**src/rtl/bt_result_to_bin_if.sv**
```systemverilog
// bt_result_to_bin_if: trit-word input and binary-result output handshakes
interface bt_result_to_bin_if;
  logic       in_valid;
  logic       in_ready;
  logic [7:0] in_trits;
  logic       out_valid;
  logic       out_ready;
  logic [6:0] out_value;
  logic       out_err;
  modport master (output in_valid, in_trits, out_ready, input in_ready, out_valid, out_value, out_err);
  modport slave  (input in_valid, in_trits, out_ready, output in_ready, out_valid, out_value, out_err);
endinterface

```
**src/rtl/bt_result_to_bin.sv**
```systemverilog
// bt_result_to_bin: 4-trit balanced ternary to 7-bit two's complement, one trit per clock.
// Define BTCONV_ERRCHK_EN to flag words containing the invalid trit code 2'b00 on out_err.
module bt_result_to_bin (
  input logic clk,
  input logic rst,
  bt_result_to_bin_if.slave bus
);
  typedef enum logic [1:0] {IDLE, CONV, DONE} state_t;
  state_t     state_q, state_d;
  logic [7:0] sr_q, sr_d;
  logic [6:0] acc_q, acc_d, val_q, val_d, t;
  logic [1:0] idx_q, idx_d;
  logic       cap;
  assign cap = state_q == IDLE && bus.in_valid;
  always_comb begin
    t = sr_q[7:6] == 2'b10 ? 7'd1 : sr_q[7:6] == 2'b01 ? 7'h7f : 7'd0;
    state_d = state_q;
    sr_d = sr_q;
    acc_d = acc_q;
    idx_d = idx_q;
    val_d = val_q;
    if (cap) begin
      state_d = CONV;
      sr_d = bus.in_trits;
      acc_d = 7'd0;
      idx_d = 2'd3;
    end else if (state_q == CONV) begin
      acc_d = (acc_q << 1) + acc_q + t;
      sr_d = {sr_q[5:0], 2'b00};
      idx_d = idx_q - 2'd1;
      if (idx_q == 2'd0) begin
        state_d = DONE;
        val_d = acc_d;
      end
    end else if (state_q == DONE && bus.out_ready) begin
      state_d = IDLE;
    end
  end
  always_ff @(posedge clk or posedge rst) begin
    if (rst) begin
      state_q <= IDLE;
      sr_q <= 8'd0;
      acc_q <= 7'd0;
      idx_q <= 2'd0;
      val_q <= 7'd0;
    end else begin
      state_q <= state_d;
      sr_q <= sr_d;
      acc_q <= acc_d;
      idx_q <= idx_d;
      val_q <= val_d;
    end
  end
  assign bus.in_ready  = state_q == IDLE;
  assign bus.out_valid = state_q == DONE;
  assign bus.out_value = val_q;
`ifdef BTCONV_ERRCHK_EN
  logic err_q, err_d;
  // The whole word is checked at capture, so the sticky bit only needs loading then.
  assign err_d = cap ? (~|bus.in_trits[7:6] | ~|bus.in_trits[5:4] | ~|bus.in_trits[3:2] | ~|bus.in_trits[1:0]) : err_q;
  always_ff @(posedge clk or posedge rst) begin
    if (rst) err_q <= 1'b0;
    else err_q <= err_d;
  end
  assign bus.out_err = err_q;
`else
  assign bus.out_err = 1'b0;
`endif
endmodule

```
**src/flat_wrapper.sv**
```systemverilog
// flat-port wrapper written by rule: the top's interface ports become plain ports
module bt_result_to_bin_flat 
  (clk, rst, bus_in_valid, bus_in_trits, bus_out_ready, bus_in_ready, bus_out_valid, bus_out_value, bus_out_err);
  bt_result_to_bin_if bus_i ();
  input logic clk;
  input logic rst;
  input wire logic [$bits(bus_i.in_valid)-1:0] bus_in_valid;
  input wire logic [$bits(bus_i.in_trits)-1:0] bus_in_trits;
  input wire logic [$bits(bus_i.out_ready)-1:0] bus_out_ready;
  output wire logic [$bits(bus_i.in_ready)-1:0] bus_in_ready;
  output wire logic [$bits(bus_i.out_valid)-1:0] bus_out_valid;
  output wire logic [$bits(bus_i.out_value)-1:0] bus_out_value;
  output wire logic [$bits(bus_i.out_err)-1:0] bus_out_err;
  assign bus_i.in_valid = bus_in_valid;
  assign bus_i.in_trits = bus_in_trits;
  assign bus_i.out_ready = bus_out_ready;
  assign bus_in_ready = bus_i.in_ready;
  assign bus_out_valid = bus_i.out_valid;
  assign bus_out_value = bus_i.out_value;
  assign bus_out_err = bus_i.out_err;
  bt_result_to_bin u_core (.clk(clk), .rst(rst), .bus(bus_i));
endmodule
```
**config.mk**
```make
export PLATFORM = sky130hd
export DESIGN_NAME = bt_result_to_bin_flat
export DESIGN_NICKNAME = d
export VERILOG_FILES = /design/src/rtl/bt_result_to_bin_if.sv /design/src/rtl/bt_result_to_bin.sv /design/src/flat_wrapper.sv
export SDC_FILE = /design/constraint.sdc
export NUM_CORES = 1
export LEC_CHECK = 0
export CORE_MARGIN = 2
export CORE_UTILIZATION = 56
export CTS_BUF_LIST = sky130_fd_sc_hd__clkbuf_8
export DETAILED_ROUTE_END_ITERATION = 10
export PLACE_DENSITY_LB_ADDON = 0.15
export SLEW_MARGIN = 20
export SYNTH_ARGS = -nofsm -noshare
export SYNTH_HDL_FRONTEND = slang
export SYNTH_SLANG_ARGS = --single-unit
```
**constraint.sdc**
```tcl
create_clock -name clk -period 2.9 [get_ports clk]
set_input_delay 0.435 -clock clk [delete_from_list [all_inputs] [get_ports clk]]
set_output_delay 0.435 -clock clk [all_outputs]
set_load 0.05 [all_outputs]
```
==> metrics.txt <==
# TYPE chip_impl_metric gauge
chip_impl_metric{name="drc_errors",unit=""} 0
chip_impl_metric{name="iteration_0_drc_markers",unit=""} 34
chip_impl_metric{name="synthDominantCellAreaShare",unit="%"} 42.6
chip_impl_metric{name="proportion_of_layout_cells_with_a_drive_suffix_above_1",unit="%"} 5.23
chip_impl_info{name="synth_top_cells_by_count",value="26 x sky130_fd_sc_hd__dfrtp_1, 16 x sky130_fd_sc_hd__o21ai_0, 14 x sky130_fd_sc_hd__ha_1, 14 x sky130_fd_sc_hd__nand2_1, 11 x sky130_fd_sc_hd__a21oi_1"} 1
chip_impl_metric{name="timing.clock.skew",unit="ns"} 0.00326
chip_impl_metric{name="worst_skew_pair.late_latency",unit="ns"} 0.26
chip_impl_metric{name="drt_pass1_iterations",unit=""} 4
chip_impl_info{name="critical_path.endpoint_type",value="flip-flop"} 1
chip_impl_metric{name="die_h",unit="um"} 56.2
chip_impl_metric{name="worstPathRequired",unit="ns"} 3.04
chip_impl_metric{name="die_w",unit="um"} 56.2
chip_impl_metric{name="grt_pass1_wl",unit="mm"} 5.42
chip_impl_info{name="globalRoute.busiestLayer",value="met2"} 1
chip_impl_metric{name="place.port_buffers",unit=""} 20
chip_impl_info{name="synth_top_cells_by_area",value="sky130_fd_sc_hd__dfrtp_1 43%, sky130_fd_sc_hd__ha_1 11%, sky130_fd_sc_hd__o21ai_0 5.2%, sky130_fd_sc_hd__nor2b_1 4.1%, sky130_fd_sc_hd__xor2_1 4.0%"} 1
chip_impl_metric{name="tightest_slew",unit="ns"} 0.793
chip_impl_metric{name="drt-total-wl",unit="mm"} 3.12
chip_impl_metric{name="clock_tree.buffer_depth",unit=""} 2
chip_impl_metric{name="synth_enable_flop_cells",unit=""} 0
chip_impl_metric{name="h_tree_depth",unit=""} 1
chip_impl_metric{name="antenna_diodes",unit=""} 0
chip_impl_info{name="tritoncts",value="done"} 1
chip_impl_metric{name="warnings_synthesis",unit=""} 0
chip_impl_metric{name="timing.max_slew.rel_slack",unit="%"} 46.8
chip_impl_info{name="yosys.cell_count.top_type",value="sky130_fd_sc_hd__dfrtp_1"} 1
chip_impl_metric{name="via_density_per_instance",unit=""} 5.85
chip_impl_info{name="worstSetupPathType",value="flip-flop to flip-flop"} 1
chip_impl_metric{name="netlist_area",unit="sq mm"} 0.00153
chip_impl_metric{name="fraction_of_registers_with_async_set_or_reset_after_synthesis",unit="%"} 100
chip_impl_metric{name="design.die.area",unit="sq mm"} 0.00316
chip_impl_info{name="run_status",value="finished, final reports clean"} 1
chip_impl_metric{name="design.core.area",unit="sq mm"} 0.00252
chip_impl_metric{name="setup-tns-final",unit="ns"} 0
chip_impl_metric{name="min_period_over_period",unit="%"} 91.4
chip_impl_metric{name="whs",unit="ns"} 0.486
chip_impl_metric{name="vias_post_dr",unit=""} 1182
chip_impl_metric{name="post_synth.cell_area_avg",unit="sq um"} 9.91
chip_impl_metric{name="cts_setup_buffers",unit=""} 0
chip_impl_metric{name="num_io_pins",unit=""} 22
chip_impl_metric{name="final_cells",unit=""} 202
chip_impl_metric{name="holdBufCountCts",unit=""} 0
chip_impl_metric{name="layout_overhead_on_the_synthesized_area",unit="%"} 17.6
chip_impl_info{name="crit_path_start_kind",value="flip-flop"} 1
chip_impl_metric{name="met3_usage",unit="%"} 3.02
chip_impl_metric{name="detailed_place_hpwl",unit="mm"} 2.25
chip_impl_metric{name="finalSetupViolCount",unit=""} 0
chip_impl_metric{name="timing.critical_path.arrival",unit="ns"} 2.79
chip_impl_metric{name="synth_cell_type_count",unit=""} 30
chip_impl_metric{name="place_inst",unit=""} 198
chip_impl_metric{name="worst_setup_hold_path_clk_slew",unit="ns"} 0.09
chip_impl_metric{name="globalRouteMet2Util",unit="%"} 36.8
chip_impl_info{name="rsz0062_at_grt",value="no"} 1
chip_impl_metric{name="std_cell_rows",unit=""} 18
chip_impl_metric{name="finalHoldViolations",unit=""} 0
chip_impl_metric{name="post_cts_resize_count",unit=""} 0
chip_impl_metric{name="drt.antenna.violating_nets",unit=""} 0
chip_impl_info{name="synth_ff_type",value="sky130_fd_sc_hd__dfrtp_1"} 1
chip_impl_metric{name="synthCells",unit=""} 154
chip_impl_metric{name="maximum_number_of_pins_on_one_net_before_global_route_repair",unit=""} 27
chip_impl_metric{name="wl_per_cell",unit="um"} 15.5
chip_impl_metric{name="gr_util_met1",unit="%"} 28.3
chip_impl_metric{name="final_nets",unit=""} 200
chip_impl_metric{name="max_freq",unit="MHz"} 377
chip_impl_metric{name="final_period_minus_worst_setup_slack",unit="ns"} 2.65
chip_impl_metric{name="number_of_antenna_violations_at_the_first_check_in_global_routing",unit=""} 0
chip_impl_metric{name="finalWeightedCongestion",unit=""} 0.855
chip_impl_info{name="cell_at_the_root_of_the_clock_tree",value="sky130_fd_sc_hd__clkbuf_8"} 1
chip_impl_metric{name="clkSinkCount",unit=""} 26
chip_impl_metric{name="slew_violations",unit=""} 0
chip_impl_metric{name="initial_cell_density_of_the_core",unit="%"} 60.5
chip_impl_metric{name="crit_path_max_fanout",unit=""} 6
chip_impl_metric{name="track_usage",unit="%"} 21.3
chip_impl_info{name="hold_path_class",value="flip-flop to flip-flop"} 1
chip_impl_metric{name="number_of_global_route_vias_before_repair",unit=""} 1213
chip_impl_info{name="synth_area_leader_cell",value="sky130_fd_sc_hd__dfrtp_1"} 1
chip_impl_metric{name="cts-buffers-inserted",unit=""} 3
chip_impl_metric{name="max-cap-violations",unit=""} 0
chip_impl_metric{name="grt_overflow",unit=""} 0
chip_impl_metric{name="reg2reg_depth",unit=""} 11
chip_impl_metric{name="synth_seq_cells",unit=""} 26
chip_impl_metric{name="mappedNetlistNets",unit=""} 181
chip_impl_metric{name="sequential_area_share_after_synthesis",unit="%"} 42.6
chip_impl_metric{name="holdPathStages",unit=""} 2
==> stage by stage <==
stage / instance area [sq um] / setup slack [ns] / utilization [%]
floorplan: 1530 / 0.552 / -
global placement: 1740 / 0.442 / 69.0
detailed placement: 1740 / 0.334 / 69.0
CTS: 1800 / 0.278 / 71.2
global route: 1800 / 0.0561 / 71.2
finish: 1800 / 0.248 / 71.2
==> sequential cells by signal, summed over array words and instances (netlist names) <==
name	count
u_core.bus.out_value	7
u_core.idx_q	2
u_core.sr_q	8
u_core.state_q	2
u_core.acc_q	7
==> cells by family (layout without fill, tap and decap cells) <==
logic type	count (synthesis)	after routing	synth area share, %
compound gates	49	49	19.9
simple gates	33	33	11.1
flops	26	26	42.6
buf+inv	18	36	5.00
fa+ha+maj	15	15	12.8
xor+xnor	9	9	6.07
mux	3	3	2.21
other cells	1	1	0.246
==> area by class of cell <==
cell class | instances | area [sq um]
well taps | 30 | 37.5
multi-input cells | 110 | 800
clock buffers | 4 | 55.1
fillers | 191 | 727
flip-flops and latches | 26 | 651
inverters | 10 | 37.5
repair buffers | 22 | 215
==> worst max-delay path, stage by stage, from the launching register on <==
cell and delay (ns):
sky130_fd_sc_hd__dfrtp_1 0.38, sky130_fd_sc_hd__inv_1 0.09, sky130_fd_sc_hd__ha_1 0.36, sky130_fd_sc_hd__xor2_1 0.16
sky130_fd_sc_hd__ha_1 0.31, sky130_fd_sc_hd__ha_1 0.18, sky130_fd_sc_hd__inv_1 0.06, sky130_fd_sc_hd__fa_1 0.40
sky130_fd_sc_hd__nor2b_1 0.12, sky130_fd_sc_hd__o21ai_0 0.10, sky130_fd_sc_hd__a21boi_0 0.26, sky130_fd_sc_hd__o31ai_1 0.11
==> layout by cell type, fill, tap and decap left out <==
cell | netlist | routed
sky130_fd_sc_hd__a21o_1 | 6 | 6
sky130_fd_sc_hd__buf_4 | 2 | 2
sky130_fd_sc_hd__o31ai_1 | 2 | 2
sky130_fd_sc_hd__nor2_1 | 2 | 2
sky130_fd_sc_hd__xor2_1 | 7 | 7
sky130_fd_sc_hd__o21ai_1 | 1 | 1
sky130_fd_sc_hd__a21boi_0 | 1 | 1
sky130_fd_sc_hd__clkbuf_8 | 0 | 4
sky130_fd_sc_hd__nand4b_1 | 1 | 1
sky130_fd_sc_hd__nor3b_1 | 1 | 1
sky130_fd_sc_hd__inv_1 | 10 | 10
sky130_fd_sc_hd__a22oi_1 | 6 | 6
sky130_fd_sc_hd__nand4_1 | 2 | 2
sky130_fd_sc_hd__xnor2_1 | 1 | 1
sky130_fd_sc_hd__xnor3_1 | 1 | 1
sky130_fd_sc_hd__nor2b_1 | 10 | 10
sky130_fd_sc_hd__a21oi_1 | 11 | 11
sky130_fd_sc_hd__ha_1 | 14 | 14
sky130_fd_sc_hd__fa_1 | 1 | 1
sky130_fd_sc_hd__and3b_1 | 1 | 1
sky130_fd_sc_hd__dfrtp_1 | 26 | 26
sky130_fd_sc_hd__o21ai_0 | 16 | 16
sky130_fd_sc_hd__a211o_1 | 2 | 2
sky130_fd_sc_hd__conb_1 | 1 | 1
sky130_fd_sc_hd__a22o_1 | 3 | 3
sky130_fd_sc_hd__nand3_1 | 2 | 2
sky130_fd_sc_hd__nand2_1 | 14 | 14
sky130_fd_sc_hd__o21a_1 | 1 | 1
sky130_fd_sc_hd__clkdlybuf4s50_1 | 0 | 20
sky130_fd_sc_hd__mux2_2 | 3 | 3
==> final timing paths <==
| check | startpoint | end | slack, ns |
|---|---|---|---|
| max in group asynchronous | rst | u_core.sr_q[2]$_DFFE_PP0P_ | 2.13 |
| max | u_core.sr_q[7]$_DFFE_PP0P_ | u_core.bus.out_value[5]$_DFFE_PP0P_ | 0.25 |
| min reg2reg | u_core.bus.out_value[2]$_DFFE_PP0P_ | u_core.bus.out_value[2]$_DFFE_PP0P_ | 0.49 |
| min in group asynchronous | rst | u_core.bus.out_value[0]$_DFFE_PP0P_ | 0.51 |
| max reg2reg | u_core.sr_q[7]$_DFFE_PP0P_ | u_core.bus.out_value[5]$_DFFE_PP0P_ | 0.25 |
| min | u_core.bus.out_value[2]$_DFFE_PP0P_ | u_core.bus.out_value[2]$_DFFE_PP0P_ | 0.49 |
==> layer usage <==
metal  routed length, um  vias to the layer above
met5                   0                        -
met4                  54                        0
met3                 100                        8
met2                1540                       27
met1                1420                      577
li1                    -                      570
Power is not shown: default switching activity piles up to over one toggle a cycle in this logic, so the estimate is an artifact.
